## config.mk

```make
export PLATFORM = sky130hd
export DESIGN_NAME = mode_alu_arbiter_flat
export DESIGN_NICKNAME = d
export VERILOG_FILES = /design/src/rtl/mode_alu_arbiter_pkg.sv /design/src/rtl/mode_alu_arbiter_if.sv /design/src/rtl/mode_alu_arbiter_div.sv /design/src/rtl/mode_alu_arbiter.sv /design/src/flat_wrapper.sv
export SDC_FILE = /design/constraint.sdc
export NUM_CORES = 1
export LEC_CHECK = 0
export CORE_MARGIN = 2
export CORE_UTILIZATION = 49
export CTS_CLUSTER_DIAMETER = 30
export DETAILED_ROUTE_END_ITERATION = 10
export GPL_ROUTABILITY_DRIVEN = 1
export HOLD_SLACK_MARGIN = 0.1
export PLACE_DENSITY = 0.78
export SETUP_SLACK_MARGIN = 0.05
export SYNTH_ARGS = -nofsm -noshare
export SYNTH_HDL_FRONTEND = slang
export SYNTH_HIERARCHICAL = 1
export SYNTH_SLANG_ARGS = --single-unit
```

## constraint.sdc

```tcl
create_clock -name clk -period 3.8 [get_ports clk]
set_clock_uncertainty 0.15 [all_clocks]
set_input_delay 0.76 -clock clk [delete_from_list [all_inputs] [get_ports clk]]
set_output_delay 0.76 -clock clk [all_outputs]
set_load 0.05 [all_outputs]
```

## src/rtl/mode_alu_arbiter_pkg.sv

```systemverilog
`default_nettype none
// ============================================================================
// Module   : mode_alu_pkg
// Brief    : Shared widths, mode encodings, FSM states and the single-cycle ALU.
// Revision : 1.0
// ============================================================================
package mode_alu_pkg;

  localparam int unsigned OPW = 8;

  localparam logic [2:0] MODE_ADDSUB_A = 3'b001;
  localparam logic [2:0] MODE_ADDSUB_B = 3'b010;
  localparam logic [2:0] MODE_MULDIV   = 3'b011;
  localparam logic [2:0] MODE_MAXADD   = 3'b100;

  typedef enum logic [1:0] {
    ST_IDLE = 2'd0,
    ST_EXEC = 2'd1,
    ST_DIV  = 2'd2,
    ST_RESP = 2'd3
  } state_t;

  // Single-cycle result; the divide leg of MODE_MULDIV yields zero here and
  // is replaced by the iterative divider when that is built in.
  function automatic logic [OPW-1:0] alu_single(input logic [2:0]     mode,
                                                input logic [OPW-1:0] a,
                                                input logic [OPW-1:0] b);
    logic [2*OPW-1:0] prod;
    logic [OPW-1:0]   res;
    prod = {{OPW{1'b0}}, a} * {{OPW{1'b0}}, b};
    case (mode)
      MODE_ADDSUB_A,
      MODE_ADDSUB_B: res = (a > b) ? (a + b) : (a - b);
      MODE_MULDIV:   res = (a < b) ? prod[OPW-1:0] : '0;
      MODE_MAXADD:   res = (a != b) ? ((a > b) ? a : b) : (a + b);
      default:       res = a ^ b;
    endcase
    return res;
  endfunction

endpackage
`default_nettype wire

```

## src/rtl/mode_alu_arbiter_if.sv

```systemverilog
`default_nettype none
// ============================================================================
// Module   : mode_alu_arbiter_if
// Brief    : Two-requester request bus plus single response channel.
// Revision : 1.0
// ============================================================================
interface mode_alu_arbiter_if;
  import mode_alu_pkg::*;

  logic [1:0]          req_valid;
  logic [1:0]          req_ready;
  logic [1:0][2:0]     req_mode;
  logic [1:0][OPW-1:0] req_a;
  logic [1:0][OPW-1:0] req_b;
  logic                rsp_valid;
  logic                rsp_ready;
  logic                rsp_id;
  logic [OPW-1:0]      rsp_data;

  modport master (
    output req_valid, req_mode, req_a, req_b, rsp_ready,
    input  req_ready, rsp_valid, rsp_id, rsp_data
  );

  modport slave (
    input  req_valid, req_mode, req_a, req_b, rsp_ready,
    output req_ready, rsp_valid, rsp_id, rsp_data
  );

endinterface
`default_nettype wire

```

## src/rtl/mode_alu_arbiter_div.sv

```systemverilog
`default_nettype none
// ============================================================================
// Module   : mode_alu_div
// Brief    : 8-step restoring divider, one quotient bit per cycle, MSB first.
//            Present only when MODE_ALU_DIV_EN is defined.
// Revision : 1.0
// ============================================================================
`ifdef MODE_ALU_DIV_EN
module mode_alu_div
  import mode_alu_pkg::*;
(
  input  logic           clk,
  input  logic           rst,
  input  logic           start,
  input  logic [OPW-1:0] dividend,
  input  logic [OPW-1:0] divisor,
  output logic           done,
  output logic [OPW-1:0] quotient
);

  logic [OPW-1:0] rem_q, rem_d;
  logic [OPW-1:0] quo_q, quo_d;
  logic [OPW-1:0] dsr_q, dsr_d;
  logic [2:0]     cnt_q, cnt_d;
  logic           run_q, run_d;

  logic [OPW:0]   shifted;
  logic [OPW:0]   diff;
  logic           ge;
  logic [OPW-1:0] rem_step;
  logic [OPW-1:0] quo_step;

  always_comb begin
    shifted  = {rem_q, quo_q[OPW-1]};
    diff     = shifted - {1'b0, dsr_q};
    ge       = (shifted >= {1'b0, dsr_q});
    rem_step = ge ? diff[OPW-1:0] : shifted[OPW-1:0];
    quo_step = {quo_q[OPW-2:0], ge};
  end

  // done and quotient are combinational so the owner can capture the final
  // bit in the same cycle the eighth step is taken.
  assign done     = run_q && (cnt_q == 3'd7);
  assign quotient = quo_step;

  always_comb begin
    rem_d = rem_q;
    quo_d = quo_q;
    dsr_d = dsr_q;
    cnt_d = cnt_q;
    run_d = run_q;
    if (start) begin
      rem_d = '0;
      quo_d = dividend;
      dsr_d = divisor;
      cnt_d = 3'd0;
      run_d = 1'b1;
    end else if (run_q) begin
      rem_d = rem_step;
      quo_d = quo_step;
      cnt_d = cnt_q + 3'd1;
      if (cnt_q == 3'd7) begin
        run_d = 1'b0;
      end
    end
  end

  always_ff @(posedge clk or posedge rst) begin
    if (rst) begin
      rem_q <= '0;
      quo_q <= '0;
      dsr_q <= '0;
      cnt_q <= 3'd0;
      run_q <= 1'b0;
    end else begin
      rem_q <= rem_d;
      quo_q <= quo_d;
      dsr_q <= dsr_d;
      cnt_q <= cnt_d;
      run_q <= run_d;
    end
  end

endmodule
`endif
`default_nettype wire

```

## src/rtl/mode_alu_arbiter.sv

```systemverilog
`default_nettype none
// ============================================================================
// Module   : mode_alu_arbiter
// Brief    : Round-robin two-requester arbiter feeding a mode-selected ALU.
//            MODE_ALU_DIV_EN adds the iterative divide path for mode 011.
// Revision : 1.0
// ============================================================================
module mode_alu_arbiter
  import mode_alu_pkg::*;
(
  input  logic              clk,
  input  logic              rst,
  mode_alu_arbiter_if.slave bus,
  output logic              busy
);

  state_t         state_q, state_d;
  logic           ptr_q, ptr_d;
  logic           id_q, id_d;
  logic [2:0]     mode_q, mode_d;
  logic [OPW-1:0] a_q, a_d;
  logic [OPW-1:0] b_q, b_d;
  logic [OPW-1:0] rsp_data_q, rsp_data_d;

  logic any_valid;
  logic win_id;
  logic grant_en;

  assign any_valid = |bus.req_valid;
  assign win_id    = (bus.req_valid == 2'b11) ? ptr_q : bus.req_valid[1];
  // Gate with rst so req_ready is low during reset even though state is IDLE.
  assign grant_en  = (state_q == ST_IDLE) && any_valid && !rst;

`ifdef MODE_ALU_DIV_EN
  logic           is_div;
  logic           div_start;
  logic           div_done;
  logic [OPW-1:0] div_divisor;
  logic [OPW-1:0] div_quotient;

  assign is_div      = (mode_q == MODE_MULDIV) && (a_q >= b_q);
  assign div_divisor = (b_q == '0) ? {{(OPW-1){1'b0}}, 1'b1} : b_q;
  assign div_start   = (state_q == ST_EXEC) && is_div;

  mode_alu_div u_div (
    .clk      (clk),
    .rst      (rst),
    .start    (div_start),
    .dividend (a_q),
    .divisor  (div_divisor),
    .done     (div_done),
    .quotient (div_quotient)
  );
`endif

  always_ff @(posedge clk or posedge rst) begin
    if (rst) begin
      state_q    <= ST_IDLE;
      ptr_q      <= 1'b0;
      id_q       <= 1'b0;
      mode_q     <= 3'd0;
      a_q        <= '0;
      b_q        <= '0;
      rsp_data_q <= '0;
    end else begin
      state_q    <= state_d;
      ptr_q      <= ptr_d;
      id_q       <= id_d;
      mode_q     <= mode_d;
      a_q        <= a_d;
      b_q        <= b_d;
      rsp_data_q <= rsp_data_d;
    end
  end

  always_comb begin
    state_d = state_q;
    case (state_q)
      ST_IDLE: begin
        if (grant_en) begin
          state_d = ST_EXEC;
        end
      end
      ST_EXEC: begin
        state_d = ST_RESP;
`ifdef MODE_ALU_DIV_EN
        if (is_div) begin
          state_d = ST_DIV;
        end
`endif
      end
      ST_DIV: begin
`ifdef MODE_ALU_DIV_EN
        if (div_done) begin
          state_d = ST_RESP;
        end
`else
        state_d = ST_IDLE;
`endif
      end
      ST_RESP: begin
        if (bus.rsp_ready) begin
          state_d = ST_IDLE;
        end
      end
      default: state_d = ST_IDLE;
    endcase
  end

  always_comb begin
    ptr_d         = ptr_q;
    id_d          = id_q;
    mode_d        = mode_q;
    a_d           = a_q;
    b_d           = b_q;
    rsp_data_d    = rsp_data_q;
    bus.req_ready = 2'b00;
    bus.rsp_valid = (state_q == ST_RESP);
    bus.rsp_id    = id_q;
    bus.rsp_data  = rsp_data_q;
    busy          = (state_q != ST_IDLE);

    if (grant_en) begin
      bus.req_ready = win_id ? 2'b10 : 2'b01;
      id_d          = win_id;
      mode_d        = bus.req_mode[win_id];
      a_d           = bus.req_a[win_id];
      b_d           = bus.req_b[win_id];
      ptr_d         = ~win_id;
    end

    if (state_q == ST_EXEC) begin
      rsp_data_d = alu_single(mode_q, a_q, b_q);
    end
`ifdef MODE_ALU_DIV_EN
    if ((state_q == ST_DIV) && div_done) begin
      rsp_data_d = div_quotient;
    end
`endif
  end

endmodule
`default_nettype wire

```

## src/flat_wrapper.sv

```systemverilog
// flat-port wrapper written by rule: the top's interface ports become plain ports
module mode_alu_arbiter_flat import mode_alu_pkg::*;
  (clk, rst, busy, bus_req_valid, bus_req_mode, bus_req_a, bus_req_b, bus_rsp_ready, bus_req_ready, bus_rsp_valid, bus_rsp_id, bus_rsp_data);
  mode_alu_arbiter_if bus_i ();
  input  logic clk;
  input  logic rst;
  output logic busy;
  input wire logic [$bits(bus_i.req_valid)-1:0] bus_req_valid;
  input wire logic [$bits(bus_i.req_mode)-1:0] bus_req_mode;
  input wire logic [$bits(bus_i.req_a)-1:0] bus_req_a;
  input wire logic [$bits(bus_i.req_b)-1:0] bus_req_b;
  input wire logic [$bits(bus_i.rsp_ready)-1:0] bus_rsp_ready;
  output wire logic [$bits(bus_i.req_ready)-1:0] bus_req_ready;
  output wire logic [$bits(bus_i.rsp_valid)-1:0] bus_rsp_valid;
  output wire logic [$bits(bus_i.rsp_id)-1:0] bus_rsp_id;
  output wire logic [$bits(bus_i.rsp_data)-1:0] bus_rsp_data;
  assign bus_i.req_valid = bus_req_valid;
  assign bus_i.req_mode = bus_req_mode;
  assign bus_i.req_a = bus_req_a;
  assign bus_i.req_b = bus_req_b;
  assign bus_i.rsp_ready = bus_rsp_ready;
  assign bus_req_ready = bus_i.req_ready;
  assign bus_rsp_valid = bus_i.rsp_valid;
  assign bus_rsp_id = bus_i.rsp_id;
  assign bus_rsp_data = bus_i.rsp_data;
  mode_alu_arbiter u_core (.clk(clk), .rst(rst), .bus(bus_i), .busy(busy));
endmodule
```

==> results.py, run 1 <==
metrics = {
    "global_routing": {
        "grt_pass1_vias": 3188,
        "grt_antenna_before_repair": 0,
        "grt_max_degree": 23,
        "overflow": 0,
        "track_usage_pct": 27.37,
        "grt_pass1_wl_um": 15440,
    },
    "yosys": {
        "synth_edf_count": 0,
        "synth_nets": 443,
        "yosys.area.top_type": "dfrtp_1",
        "ys_ff_latch": 31,
        "yosysWarnings": 6,
        "async_reset_ff_share_pct": 100.0,
        "ys_top_cells_by_area": "dfrtp_1 (24%), ha_1 (12%), fa_1 (8.8%)",
        "synth_cell_type_count": 48,
        "yosys.area.top_type_share_pct": 24.34,
        "seq_area_frac_synth_pct": 24.34,
        "ys.flop_type": "dfrtp_1",
        "syn_inst": 355,
        "synth_area_mm2": 0.003187,
        "avgSynthCellArea_um2": 8.977,
    },
    "drt": {
        "post-route-drc-count": 0,
        "num_vias": 2992,
        "viasPerCell": 5.765,
        "routedWlPerCell_um": 18.01,
        "drtAntennaViolNets": 0,
        "first_pass_iters": 5,
        "routed_wirelength_um": 9348,
        "first_iter_violations": 320,
    },
    "die": {
        "die_y_um": 84.65,
        "core_mm2": 0.006314,
        "die_w_um": 84.65,
        "initial_core_util_pct": 50.48,
        "dieArea_mm2": 0.007165,
        "num_io_pins": 56,
        "core.rowCount": 29,
    },
    "sta": {
        "finalSetupTns_ns": -0.06904,
        "fmax_mhz": 258.5,
        "slew-limit-headroom_pct": 34.04,
        "worst_hold_slack_ns": 0.3284,
        "finalHoldViolCount": 0,
        "min_period_ns": 3.869,
        "grt_setup_unrepaired": "true",
        "tightest_slew_ns": 0.9861,
        "finalSetupViolations": 1,
        "maxSlewViolCount": 0,
        "worst_slack_ns": -0.06904,
        "post-route-period-util_pct": 101.8,
    },
    "clock_tree": {
        "path_clk_slew_ns": 0.08,
        "htreeDepth": 2,
        "clock-sinks": 31,
        "cts.path.max_buffers": 2,
        "hold_buffers": 0,
        "clk_latency_ns": 0.28,
        "cts_buffers": 5,
        "cts_tree": "yes",
        "cts_root_buf": "clkbuf_8",
    },
    "placed_design": {
        "post-place-ws_ns": -0.1263,
        "place.detailed.hpwl_um": 7227,
        "gp_congestion": 0.9252,
        "portBuffers": 55,
    },
    "final_layout": {
        "fin_nets": 529,
        "insertedDiodeCount": 0,
        "drive_above_1_share_pct": 20.14,
        "final_util_pct": 68.09,
        "area_growth_pct": 34.90,
        "mostFrequentLayoutCells": "clkdlybuf4s50_1 (53), inv_1 (53), buf_4 (35), nand2_1 (27), dfrtp_1 (27)",
    },
    "job": {
        "drv_cap": 0,
    },
    "worst_setup_path": {
        "cp-end-kind": "flop",
        "critPathRequiredTime_ns": 3.78,
        "path_class": "reg -> reg",
        "critPathLaunchType": "flop",
        "worstPathArrival_ns": 3.85,
        "worstPathMaxFanout": 2,
    },
    "min_path": {
        "holdCritPathClass": "reg -> reg",
    },
    "run_status": {
        "status": "finished, violations left",
        "violations": "setup timing",
    },
}
routing by layer:
layer	part of all wire [%]	vias up	track usage, %
li1	-	1408	-
met1	40	1424	33.83
met2	51	135	47.96
met3	5.9	25	3.933
met4	2.6	0	10.97
met5	0	-	0
worst max-delay path: stages (launching register included):
cell,delay [ns]
dfrtp_1,0.40
buf_6,0.14
nand2_4,0.04
fa_2,0.38
fa_1,0.50
inv_2,0.04
fa_1,0.56
inv_2,0.05
fa_1,0.49
inv_2,0.05
ha_4,0.22
xnor2_2,0.13
a221o_1,0.31
a221oi_2,0.18
a311oi_1,0.07
state kept, by name, summed over array words and instances, names as in the netlist:
signal / flops
u_core/bus.rsp_data: 8
u_core/ptr_q: 1
u_core/b_q: 8
u_core/mode_q: 3
u_core/state_q: 2
u_core/bus.rsp_id: 1
u_core/a_q: 8
timing repair:
item / in CTS / in global routing
setup buffers: 6 / 3
pin swaps: 21 / 8
resized for setup: 16 / 8
endpoints found under the setup margin: 3 / 4
through the flow:
stage / instance area (um^2) / instances
after floorplan: 3223 / 355
after global placement: 4033 / 502
after detailed placement: 4033 / 502
after CTS: 4245 / 516
after global routing: 4299 / 519
final: 4299 / 519
path summary, 6_finish.rpt:
path                               start                      to  slack [ns]  cells after the start
setup / recovery           u_core/b_q[4]  u_core/bus.rsp_data[6]       -0.07                     14
hold / removal              u_core/ptr_q            u_core/ptr_q        0.33                      1
setup reg to reg           u_core/b_q[4]  u_core/bus.rsp_data[6]       -0.07                     14
hold reg to reg             u_core/ptr_q            u_core/ptr_q        0.33                      1
max in group asynchronous            rst           u_core/b_q[3]        1.96                      3
min in group asynchronous            rst  u_core/bus.rsp_data[2]        0.83                      2
final cells by class:
type	instances	area [um^2]
Timing Repair Buffer	92	855.8
Sequential cell	31	780.7
Clock inverter	2	35.03
Clock buffer	6	82.58
Inverter	59	221.5
Fill cell	528	2014
Tap cell	77	96.34
Multi-Input combinational cell	252	2227
logic make-up (layout without fill, tap and decap cells):
group                      after synthesis  in the layout  synth area share, %
DFF                                     31             31                24.34
muxes                                   10             10                3.651
adders and majority gates               45             45                20.97
and+or+nand+nor                         85             85                13.66
buffers and inverters                   72            159                9.070
AOI/OAI and AO/OA                       85             85                20.89
xor gates and xnor gates                27             27                7.421
Yosys cell counts, types with 3 or more instances:
cell and instances:
a21o_1 6, a21oi_1 16, a221o_1 4, a221oi_1 6, a222oi_1 19, a31oi_1 3
and2_1 14, buf_4 5, clkbuf_1 8, dfrtp_1 31, fa_1 14, ha_1 31
inv_1 59, mux2_2 3, mux2i_1 3, nand2_1 30, nand2b_1 8, nor2_1 19
o21ai_0 9, o21ai_1 3, xnor2_1 20, xor2_1 7
Power of run 1 is left out: the tool's default activity adds up to more than one toggle a clock period on the data nets, which glitch-free logic cannot reach.
==> run 2: changes to the inputs <==
==> constraint.sdc (replaced) <==
create_clock -name clk -period 3.8 [get_ports clk]
set_clock_uncertainty 0.15 [all_clocks]
set_input_delay 0.38 -clock clk [delete_from_list [all_inputs] [get_ports clk]]
set_output_delay 0.38 -clock clk [all_outputs]
set_load 0.05 [all_outputs]
==> run 2 against run 1 <==
- the flow still finishes with violations (setup timing)
- utilization decreased by 0.16 points
- clock-buffer cell count unchanged
- sequential cell count unchanged
- final area decreased by 0.23%
- non-clock buffer count decreased by 2
- highest routed layer unchanged
==> results.py, run 2 (synthesis gave the netlist of run 1 again) <==
metrics = {
    "die": {
        "num_io_pins": 56,
        "die_y_um": 84.65,
        "core_mm2": 0.006314,
        "core.rowCount": 29,
        "initial_core_util_pct": 50.48,
        "dieArea_mm2": 0.007165,
        "die_w_um": 84.65,
    },
    "global_routing": {
        "track_usage_pct": 26.10,
        "grt_pass1_vias": 3096,
        "grt_pass1_wl_um": 14810,
        "busiest_layer": "met2",
        "grt_max_degree": 24,
        "use_met3_pct": 4.720,
        "use_met1_pct": 33.58,
        "met2_usage_pct": 45.10,
        "overflow": 0,
        "grt_antenna_before_repair": 0,
    },
    "worst_setup_path": {
        "critPathRequiredTime_ns": 3.77,
        "r2r_end": "u_core/bus.rsp_data[6]",
        "r2r_slack_ns": -0.01,
        "worstPathMaxFanout": 6,
        "worstPathArrival_ns": 3.78,
        "path_class": "reg -> reg",
        "worstRegToRegCells": 12,
        "max_stage_delay_ns": 0.54,
        "crit_path_cell_trace": "ha_4 -> fa_1 -> ha_4 -> fa_1 -> inv_1 -> fa_1 -> inv_2 -> ha_4 -> xnor2_2 -> a221o_1 -> a221oi_2 -> a311oi_1",
        "critPathLaunchType": "flop",
        "cp-end-kind": "flop",
        "slowest_stage": "fa_1",
        "regToRegStartpoint": "u_core/b_q[3]",
    },
    "clock_tree": {
        "cts_root_buf": "clkbuf_8",
        "path_clk_slew_ns": 0.07,
        "cts_tree": "yes",
        "cts.path.max_buffers": 2,
        "cts_buffers": 5,
        "htreeDepth": 2,
        "hold_buffers": 0,
        "clock-sinks": 31,
        "clk_latency_ns": 0.29,
    },
    "final_layout": {
        "regArea_um2": 780.7,
        "fillers": 507,
        "instances_no_fill": 516,
        "fin_nets": 527,
        "layout_commonest_cell": "clkdlybuf4s50_1",
        "drive_above_1_share_pct": 20.50,
        "final_util_pct": 67.94,
        "insertedDiodeCount": 0,
        "mostFrequentLayoutCells": "clkdlybuf4s50_1 (54), inv_1 (52), buf_4 (34), nand2_1 (27), dfrtp_1 (27)",
        "multiInputGateArea_mm2": 0.002261,
        "area_growth_pct": 34.59,
    },
    "sta": {
        "maxSlewViolCount": 0,
        "grt_setup_unrepaired": "true",
        "min_period_ns": 3.814,
        "worst_slack_ns": -0.01411,
        "slew-limit-headroom_pct": 34.75,
        "tightest_slew_ns": 0.9755,
        "fmax_mhz": 262.2,
        "finalHoldViolCount": 0,
        "post-route-period-util_pct": 100.4,
        "finalSetupViolations": 1,
    },
    "drt": {
        "post-route-drc-count": 0,
        "first_iter_violations": 314,
        "routedWlPerCell_um": 17.66,
        "drtAntennaViolNets": 0,
        "routed_wirelength_um": 9112,
        "viasPerCell": 5.764,
        "first_pass_iters": 6,
        "num_vias": 2974,
    },
    "placed_design": {
        "portBuffers": 55,
        "place.detailed.hpwl_um": 7157,
        "dp_cells": 504,
        "gp_congestion": 0.9236,
    },
    "run_status": {
        "violations": "setup timing",
        "status": "finished, violations left",
    },
    "min_path": {
        "holdPathStages": 1,
        "holdCritPathClass": "reg -> reg",
        "holdPathEnd": "u_core/bus.rsp_data[2]",
        "min_from": "u_core/bus.rsp_data[2]",
    },
    "job": {
        "drv_cap": 0,
    },
}
run 2: cell count changes in the layout (fill, tap and decap cells not counted), moves of 2 or more:
cell,delta
and2_4,+2
and2_1,-2
ha_1,-2
ha_4,+2
run 2: how the worst max path moves through the flow:
stage / depth (start not counted) / slack [ns] / startpoint / end
3_3_place_gp: 13 / -0.06 / u_core/b_q[3] / u_core/bus.rsp_data[6]
2_1_floorplan: 14 / 0.06 / u_core/a_q[2] / u_core/bus.rsp_data[5]
6_report: 12 / -0.01 / u_core/b_q[3] / u_core/bus.rsp_data[6]
4_1_cts: 12 / -0.03 / u_core/b_q[3] / u_core/bus.rsp_data[6]
5_1_grt: 12 / -0.09 / u_core/b_q[3] / u_core/bus.rsp_data[6]
3_5_place_dp: 15 / -0.21 / u_core/b_q[2] / u_core/bus.rsp_data[6]
run 2: repair_timing:
item                       in CTS  in global routing
setup buffers                   4                  1
resized for setup              20                 10
cloned                          0                  0
pin swaps                      18                 21
setup endpoints to repair       3                  4
run 2: final cells by class:
class / count / share of cell area, %
clock buffer: 6 / 1.692
timing repair buffer: 90 / 19.28
multi-input combinational: 252 / 52.71
sequential: 31 / 18.20
inverter: 59 / 5.163
clock inverter: 1 / 0.7001
tap: 77 / 2.246
run 2: routing by layer:
metal | wire [um] | vias to the layer above
met5 | 0 | -
met4 | 138 | 0
met3 | 589 | 16
met2 | 4552 | 138
met1 | 3832 | 1419
li1 | - | 1401
run 2: worst max-delay path: cells and delay by family, from the launching register on:
kind | cells | cell delay, ns
AO/OA/AOI/OAI | 3 | 0.58
adder cells (fa/ha/maj) | 6 | 2.19
XOR/XNOR | 1 | 0.16
flip-flops | 1 | 0.47
buffers and inverters | 2 | 0.10
run 2: through the flow:
| step | hold slack [ns] | instance area (um^2) | TNS, ns | worst slack, ns |
|---|---|---|---|---|
| CTS | 0.3326 | 4237 | -0.03344 | -0.03344 |
| finish | 0.3280 | 4289 | -0.01411 | -0.01411 |
| detailed placement | 0.3164 | 4038 | -0.4742 | -0.2096 |
| floorplan | 0.2910 | 3223 | 0 | 0.05765 |
| global route | 0.3555 | 4289 | -0.2166 | -0.09146 |
| global placement | 0.3124 | 4038 | -0.06657 | -0.05666 |
Power of run 2 is left out for the same reason.
